==> config.mk <==
export PLATFORM = sky130hd
export DESIGN_NAME = segasys1_wramarb
export DESIGN_NICKNAME = d
export VERILOG_FILES = /design/src/rtl/segasys1_wramarb.sv
export SDC_FILE = /design/constraint.sdc
export NUM_CORES = 1
export LEC_CHECK = 0
export BUFFER_PORTS_ARGS = -buffer_cell sky130_fd_sc_hd__buf_2
export CAP_MARGIN = 20
export CORE_MARGIN = 2
export CORE_UTILIZATION = 50
export DETAILED_ROUTE_END_ITERATION = 6
export GPL_TIMING_DRIVEN = 0
export PLACE_DENSITY = 0.85
export SYNTH_ARGS = -nofsm -noshare
export SYNTH_HDL_FRONTEND = slang
export SYNTH_SLANG_ARGS = --single-unit
==> constraint.sdc <==
create_clock -name CLK40M -period 4.9 [get_ports CLK40M]
set_input_delay 0.735 -clock CLK40M [delete_from_list [all_inputs] [get_ports CLK40M]]
set_output_delay 0.735 -clock CLK40M [all_outputs]
set_load 0.01 [all_outputs]
==> src/rtl/segasys1_wramarb.sv <==
// segasys1_wramarb: shares one single-port work RAM between the main CPU
// and a hiscore/host port. The CPU always wins; host accesses are fitted
// into the idle phases of each CPU clock-enable period so that they can
// never collide with a CPU slot.
//
// Ports
//   CLK40M, RESET          clock, synchronous active-high reset
//   CPU_EN                 one-cycle CPU clock-enable pulse every PERIOD cycles
//   CPU_CS/WR/AD/DI/DO     CPU work RAM select, strobe, address, data in/out
//   HS_REQ/WE/AD/DI        host request (level), write flag, address, data
//   HS_DO, HS_ACK          host read data (held), one-cycle completion pulse
//   RAM_AD/WE/D, RAM_Q     single-port RAM interface (RAM_Q one-cycle latency)
module segasys1_wramarb #(
    parameter int unsigned PERIOD = 8,
    parameter int unsigned AW     = 12
) (
    input  logic          CLK40M,
    input  logic          RESET,
    input  logic          CPU_EN,
    input  logic          CPU_CS,
    input  logic          CPU_WR,
    input  logic [AW-1:0] CPU_AD,
    input  logic [7:0]    CPU_DI,
    output logic [7:0]    CPU_DO,
    input  logic          HS_REQ,
    input  logic          HS_WE,
    input  logic [AW-1:0] HS_AD,
    input  logic [7:0]    HS_DI,
    output logic [7:0]    HS_DO,
    output logic          HS_ACK,
    output logic [AW-1:0] RAM_AD,
    output logic          RAM_WE,
    output logic [7:0]    RAM_D,
    input  logic [7:0]    RAM_Q
);

    localparam int unsigned PW = $clog2(PERIOD);
    localparam logic [PW-1:0] PH_MAX     = PW'(PERIOD - 1);
    // Last phase a host access may start and still finish its capture
    // cycle on the CPU_EN cycle, leaving the next cycle free for the CPU.
    localparam logic [PW-1:0] PH_HS_LAST = PW'(PERIOD - 3);

    typedef enum logic [2:0] {
        S_IDLE,
        S_CPU_ACC,
        S_CPU_CAP,
        S_HS_ACC,
        S_HS_CAP
    } state_e;

    state_e          state_q, state_d;
    logic [PW-1:0]   phase_q, phase_d;
    logic [AW-1:0]   addr_q,  addr_d;
    logic [7:0]      data_q,  data_d;
    logic            wr_q,    wr_d;
    logic            ram_we_q, ram_we_d;
    logic [7:0]      cpu_do_q, cpu_do_d;
    logic [7:0]      hs_do_q,  hs_do_d;
    logic            hs_ack_q, hs_ack_d;

    logic            cpu_start;
    logic            hs_start;

    // Next-state, latch and capture logic
    always_comb begin
        state_d  = S_IDLE;
        phase_d  = phase_q;
        addr_d   = addr_q;
        data_d   = data_q;
        wr_d     = wr_q;
        ram_we_d = 1'b0;
        cpu_do_d = cpu_do_q;
        hs_do_d  = hs_do_q;
        hs_ack_d = 1'b0;

        // Phase restarts after every CPU_EN, selected or not
        if (CPU_EN) begin
            phase_d = '0;
        end else if (phase_q != PH_MAX) begin
            phase_d = phase_q + PW'(1);
        end

        // Capture cycles: RAM_Q now reflects the address driven last cycle
        if (state_q == S_CPU_CAP && !wr_q) begin
            cpu_do_d = RAM_Q;
        end
        if (state_q == S_HS_CAP) begin
            hs_ack_d = 1'b1;
            if (!wr_q) begin
                hs_do_d = RAM_Q;
            end
        end

        // A CPU slot may follow a host capture directly; a host start only from IDLE
        cpu_start = (state_q == S_IDLE || state_q == S_HS_CAP) && CPU_EN && CPU_CS;
        hs_start  = (state_q == S_IDLE) && HS_REQ && !CPU_EN && (phase_q <= PH_HS_LAST);

        if (cpu_start) begin
            state_d  = S_CPU_ACC;
            addr_d   = CPU_AD;
            data_d   = CPU_DI;
            wr_d     = CPU_WR;
            ram_we_d = CPU_WR;
        end else if (hs_start) begin
            state_d  = S_HS_ACC;
            addr_d   = HS_AD;
            data_d   = HS_DI;
            wr_d     = HS_WE;
            ram_we_d = HS_WE;
        end else begin
            case (state_q)
                S_CPU_ACC: state_d = S_CPU_CAP;
                S_HS_ACC:  state_d = S_HS_CAP;
                default:   state_d = S_IDLE;
            endcase
        end
    end

    // State and output registers
    always_ff @(posedge CLK40M) begin
        if (RESET) begin
            state_q  <= S_IDLE;
            phase_q  <= PH_MAX;
            addr_q   <= '0;
            data_q   <= '0;
            wr_q     <= 1'b0;
            ram_we_q <= 1'b0;
            cpu_do_q <= '0;
            hs_do_q  <= '0;
            hs_ack_q <= 1'b0;
        end else begin
            state_q  <= state_d;
            phase_q  <= phase_d;
            addr_q   <= addr_d;
            data_q   <= data_d;
            wr_q     <= wr_d;
            ram_we_q <= ram_we_d;
            cpu_do_q <= cpu_do_d;
            hs_do_q  <= hs_do_d;
            hs_ack_q <= hs_ack_d;
        end
    end

    // RAM address/data are the access latches, so they hold between accesses
    assign RAM_AD = addr_q;
    assign RAM_D  = data_q;
    assign RAM_WE = ram_we_q;
    assign CPU_DO = cpu_do_q;
    assign HS_DO  = hs_do_q;
    assign HS_ACK = hs_ack_q;

endmodule

-- Word level (Yosys, flattened, before mapping)
Cells that the tools add are included.
- add/subtract/negate cells: 1
- order comparisons: 1
- eq/ne operators: 5
- muxes and demuxes: 14
- bitwise operators: 1
- reduce and logical (&&, ||, !) cells: 15
- operator list (operator ; count):
    12-bit two-way mux ; 2
    8-bit two-way mux ; 2
    3-bit by 2-bit equality test with 1-bit output, second input constant ; 2
    1-bit logical AND ; 6
    1-bit two-way mux ; 6
    3-bit two-way mux ; 2
    3-bit one-hot mux with 2 select lines ; 1
    2-bit nonzero test ; 2
    3-bit by 1-bit adder with 3-bit output, second input constant ; 1
    3-bit by 1-bit equality test with 1-bit output, second input constant ; 1
    3-bit equality test, second input constant ; 1
    3-bit less-or-equal comparator, second input constant ; 1
    3-bit zero test ; 1
    3-bit inequality test, second input constant ; 1
    3-bit OR reduction ; 1
    1-bit zero test ; 2
    2-bit two-way mux ; 1
    2-bit AND reduction ; 1
    2-bit OR reduction ; 1
    1-bit logical OR ; 1
    1-bit inverter ; 1
- flip-flop bits (word level): 45
- output and inout bits: 38

-- Longest topological paths before layout
- depth in word-level cells: 6
- gate-level depth with buffers: 7
- mapped depth without buffers: 5

-- Worst setup path before layout
Ideal clock, no wire load.
- path type: input to register
- start: input port CPU_CS
- end: register addr_q[3], in the netlist RAM_AD[3]
- arrival: 1680 ps
- data required time: 4760 ps
- path slack: 3080 ps
- stages on the path: 5
- buffers on the path: 1
- path through: and4bb_2 > buf_4 > mux2_2 > a21oi_1 > a211oi_2
- longest elaborated chain between the ends: 2
- elaborated cells on any way between the ends: 3
- classes of those cells: 1 x mux; 2 x reduce/logical
- ends and longest elaborated chain (element ; RTL line ; source):
    start, declared ; 20 ; input logic CPU_CS,
    1-bit logical AND * ; 95 ; cpu_start = (state_q == S_IDLE || state_q == S_HS_CAP) && CPU_EN && CPU_CS;
    12-bit two-way mux / 2-bit nonzero test (equally long branches) ; n/a ;
    end signal, assigned ; 134 ; addr_q <= addr_d;
    end, declared ; 53 ; logic [AW-1:0] addr_q, addr_d;
Every way passes the cells marked *; elsewhere a longest branch is shown, timed or not.
A chain may end at the register's enable or synchronous reset.

-- Worst setup path after layout
- start: register phase_q[1]
- end: register addr_q[2], in the netlist RAM_AD[2]
- longest elaborated chain between the ends: 3
- ends and longest elaborated chain (element ; RTL line ; source):
    start, declared ; 52 ; logic [PW-1:0] phase_q, phase_d;
    start signal, assigned ; 133 ; phase_q <= phase_d;
    3-bit less-or-equal comparator ; 96 ; hs_start = (state_q == S_IDLE) && HS_REQ && !CPU_EN && (phase_q <= PH_HS_LAST);
    1-bit logical AND ; 96 ;
    2-bit nonzero test (no source line) ; n/a ;
Every way passes these cells.

==> impl_metrics.env <==
export IMPL_status="finished clean"
export IMPL_final_cell_mix="buf_2, dfxtp_1, a21oi_1"
export IMPL_crit_slowest_cell="o311ai_2"
export IMPL_clk_latency_ns=0.29
export IMPL_crit_path_end="RAM_AD[2]$_SDFFE_PP0P_"
export IMPL_grt_remaining_overflow=0
export IMPL_grt_pass1_wl_um=7000
export IMPL_p_int_w=0.000584
export IMPL_maxSlewHeadroom_pct=52.1
export IMPL_drc=0
export IMPL_start_util_pct=51.5
export IMPL_numCtsBuffers=5
export IMPL_cts_resized=0
export IMPL_yosysSeqAreaShare_pct=44.4
export IMPL_synthTopCellsByArea="dfxtp_1, a21oi_1, mux2_2"
export IMPL_ctsHoldBuffers=0
export IMPL_coreArea_sq_um=3940
export IMPL_cp_arrival_ns=2.13
export IMPL_finalNetCount=379
export IMPL_worstMarginPinSlew_ns=0.717
export IMPL_grtUsageTotal_pct=20.0
export IMPL_die_h_um=67.7
export IMPL_worstRegToRegCells=6
export IMPL_diodes=0
export IMPL_rows=23
export IMPL_multiInputGateArea_sq_um=996
export IMPL_fin_crit_ns=1.92
export IMPL_placed_cells=364
export IMPL_dpl_hpwl_um=3320
export IMPL_post_cts_buffers=0
export IMPL_pwr_share_comb_pct=22.2
export IMPL_mostFrequentLayoutCell="buf_2"
export IMPL_cpPeakStageDelay_ns=0.43
export IMPL_drv_slew=0
export IMPL_io_buffers=91
export IMPL_avgViaCountPerCell=4.92
export IMPL_power_frac_clock_pct=27.2
export IMPL_ys_warn_count=0
export IMPL_cts_tree="done"
export IMPL_timing_hold_ws_ns=0.453
export IMPL_grt_pass1_vias=1613
export IMPL_fin_ws_ns=2.98
export IMPL_setup_tns_ns=0
export IMPL_hold_violations=0
export IMPL_path_clk_slew_ns=0.08
export IMPL_critPathRequiredTime_ns=5.10
export IMPL_syn_nets=281
export IMPL_cp_cell_sequence="inv_1 -> ha_1 -> o311ai_2 -> clkbuf_1 -> a21oi_1 -> a211oi_1"
export IMPL_dieArea_sq_um=4590
export IMPL_syn_area_sq_um=2030
export IMPL_finalSetupViolCount=0
export IMPL_worst_setup_path_start_kind="flop"
export IMPL_cp_num_buf_inv=2
export IMPL_switching_share_pct=28.5
export IMPL_met1_usage_pct=24.9
export IMPL_syn_area_per_cell_sq_um=9.11
export IMPL_routed_wl_um=4400
export IMPL_cp_depth=6
export IMPL_stdcell_count=372
export IMPL_r2r_start="phase_q[1]$_SDFFE_PP1P_"
export IMPL_grt_busiest_layer="met2"
export IMPL_rrSetupSlack_ns=2.98
export IMPL_final_antenna_net_count=0
export IMPL_cts_root_buf="clkbuf_8"
export IMPL_clockBufferDepth=2
export IMPL_fillers=342
export IMPL_rsz0062_at_grt="no"
export IMPL_area_growth_pct=29.8
export IMPL_clock_fmax_mhz=521
export IMPL_p_leak_nw=1.20
export IMPL_crit_family="compound AO/OA/AOI/OAI gates"
export IMPL_finClkSkew_ns=0.00849
export IMPL_end_kind="flop"
export IMPL_synthCells=223
export IMPL_min_period_over_period_pct=39.2
export IMPL_met2_usage_pct=34.2
export IMPL_critPathMaxFanout=10
export IMPL_vias=1832
export IMPL_synth_seq_cells=45
export IMPL_cp_startpoint="phase_q[1]$_SDFFE_PP1P_"
export IMPL_dp_slack_ns=2.71
export IMPL_wl_per_cell_um=11.8
export IMPL_synth_top_cell_by_area="dfxtp_1"
export IMPL_drt_iter0_drc=111
export IMPL_finalPower_w=0.000817
export IMPL_sequentialPowerShare_pct=50.6
export IMPL_grt_max_degree=15
export IMPL_place_gp_congestion=0.739
export IMPL_clock_sinks=45
export IMPL_powerDensity_nw_per_um2=310
export IMPL_rr_endpoint="RAM_AD[2]$_SDFFE_PP0P_"
export IMPL_worstSetupPathType="flop to flop"
export IMPL_yosys_cell_types_count=29
export IMPL_antenna_found_initial=0
export IMPL_ff_latch_area_sq_um=901
export IMPL_firstDrtPassIters=4
export IMPL_synth_top_area_share_pct=44.4
export IMPL_p_sw_w=0.000232
export IMPL_pin_count=93
export IMPL_die_x_um=67.7
export IMPL_htreeDepth=2
export IMPL_hold_path_class="flop to flop"
export IMPL_grtUsageMet3_pct=5.00
export IMPL_drive_gt1_share_pct=40.7
export IMPL_vdd_drop_max_mv=0.227
export IMPL_cap_violations=0
[worst min-delay path, delay by kind of cell (launching register included)]
kind	cells	cell delay [ns]
flops	1	0.31
compound gates	1	0.05
buf+inv	1	0.04
[through the flow]
step / util [%] / instance area [sq um]
floorplan: - / 2030
global placement: 64.6 / 2550
detailed placement: 64.6 / 2550
CTS: 66.9 / 2640
global route: 66.9 / 2640
finish: 66.9 / 2640
[cell usage after synthesis]
cell	instances
buf_6	2
a21o_1	9
o21bai_1	3
or2_2	1
o311ai_2	1
xor2_1	1
nor4_2	1
mux2_2	12
buf_4	2
buf_2	2
a211oi_1	5
dfxtp_1	45
mux2i_1	10
nor4b_2	1
or3b_2	1
nand3_1	1
or4b_2	1
nor4bb_1	1
nor3_1	1
or3b_1	1
ha_1	3
nor2_1	15
a211oi_2	8
nand2_1	33
and4bb_2	1
and2_1	1
a21oi_1	38
clkbuf_1	9
inv_1	14
[layer usage]
layer  vias to the layer above  part of all wire [%]
met5                         -                     0
met4                         0                  0.55
met3                         4                   6.2
met2                        54                    50
met1                       815                    43
li1                        959                     -
[registers in the layout (all words and copies together), names as in the netlist]
| name | cells |
|---|---|
| CPU_DO | 8 |
| HS_ACK | 1 |
| HS_DO | 8 |
| RAM_AD | 12 |
| RAM_D | 8 |
| RAM_WE | 1 |
| phase_q | 3 |
| state_q | 3 |
| wr_q | 1 |
[area by class of cell]
class,instances,share of cell area (%)
plain buffers,15,3.08
clock buffers,6,2.75
clock inverters,2,0.570
inverters,14,1.99
multi-input cells,149,37.8
flip-flops and latches,45,34.2
well taps,50,2.37
repair buffers,91,17.3
[logic make-up (layout without fill, tap and decap cells)]
group / Yosys count / after routing / share of synthesized area, %
AO/OA/AOI/OAI: 64 / 64 / 21.4
AND/OR/NAND/NOR: 59 / 59 / 13.8
flip-flops: 45 / 45 / 44.4
buffers and inverters: 29 / 128 / 6.59
multiplexers: 22 / 22 / 11.6
adder cells (fa/ha/maj): 3 / 3 / 1.85
XOR/XNOR: 1 / 1 / 0.431
[worst min path at each step]
stage	end	slack (ns)	startpoint	depth (start not counted)
2_1_floorplan	RAM_AD[0]$_SDFFE_PP0P_	0.48	RAM_AD[0]$_SDFFE_PP0P_	2
3_3_place_gp	HS_DO[0]$_SDFFE_PP0P_	0.44	HS_DO[0]$_SDFFE_PP0P_	2
3_5_place_dp	CPU_DO[2]$_SDFFE_PP0P_	0.44	CPU_DO[2]$_SDFFE_PP0P_	2
4_1_cts	CPU_DO[2]$_SDFFE_PP0P_	0.46	CPU_DO[2]$_SDFFE_PP0P_	2
5_1_grt	HS_DO[1]$_SDFFE_PP0P_	0.48	HS_DO[1]$_SDFFE_PP0P_	2
6_report	RAM_D[6]$_SDFFE_PP0P_	0.45	RAM_D[6]$_SDFFE_PP0P_	2
[power groups by stage]
stage               registers, W  clock network [W]  logic (W)
floorplan               0.000432                  0   0.000106
global placement        0.000420                  0   0.000178
detailed placement      0.000421                  0   0.000182
CTS                     0.000413           0.000228   0.000183
global route            0.000417           0.000244   0.000204
finish                  0.000413           0.000222   0.000182
No activity file was read; power rests on OpenSTA's default activity.
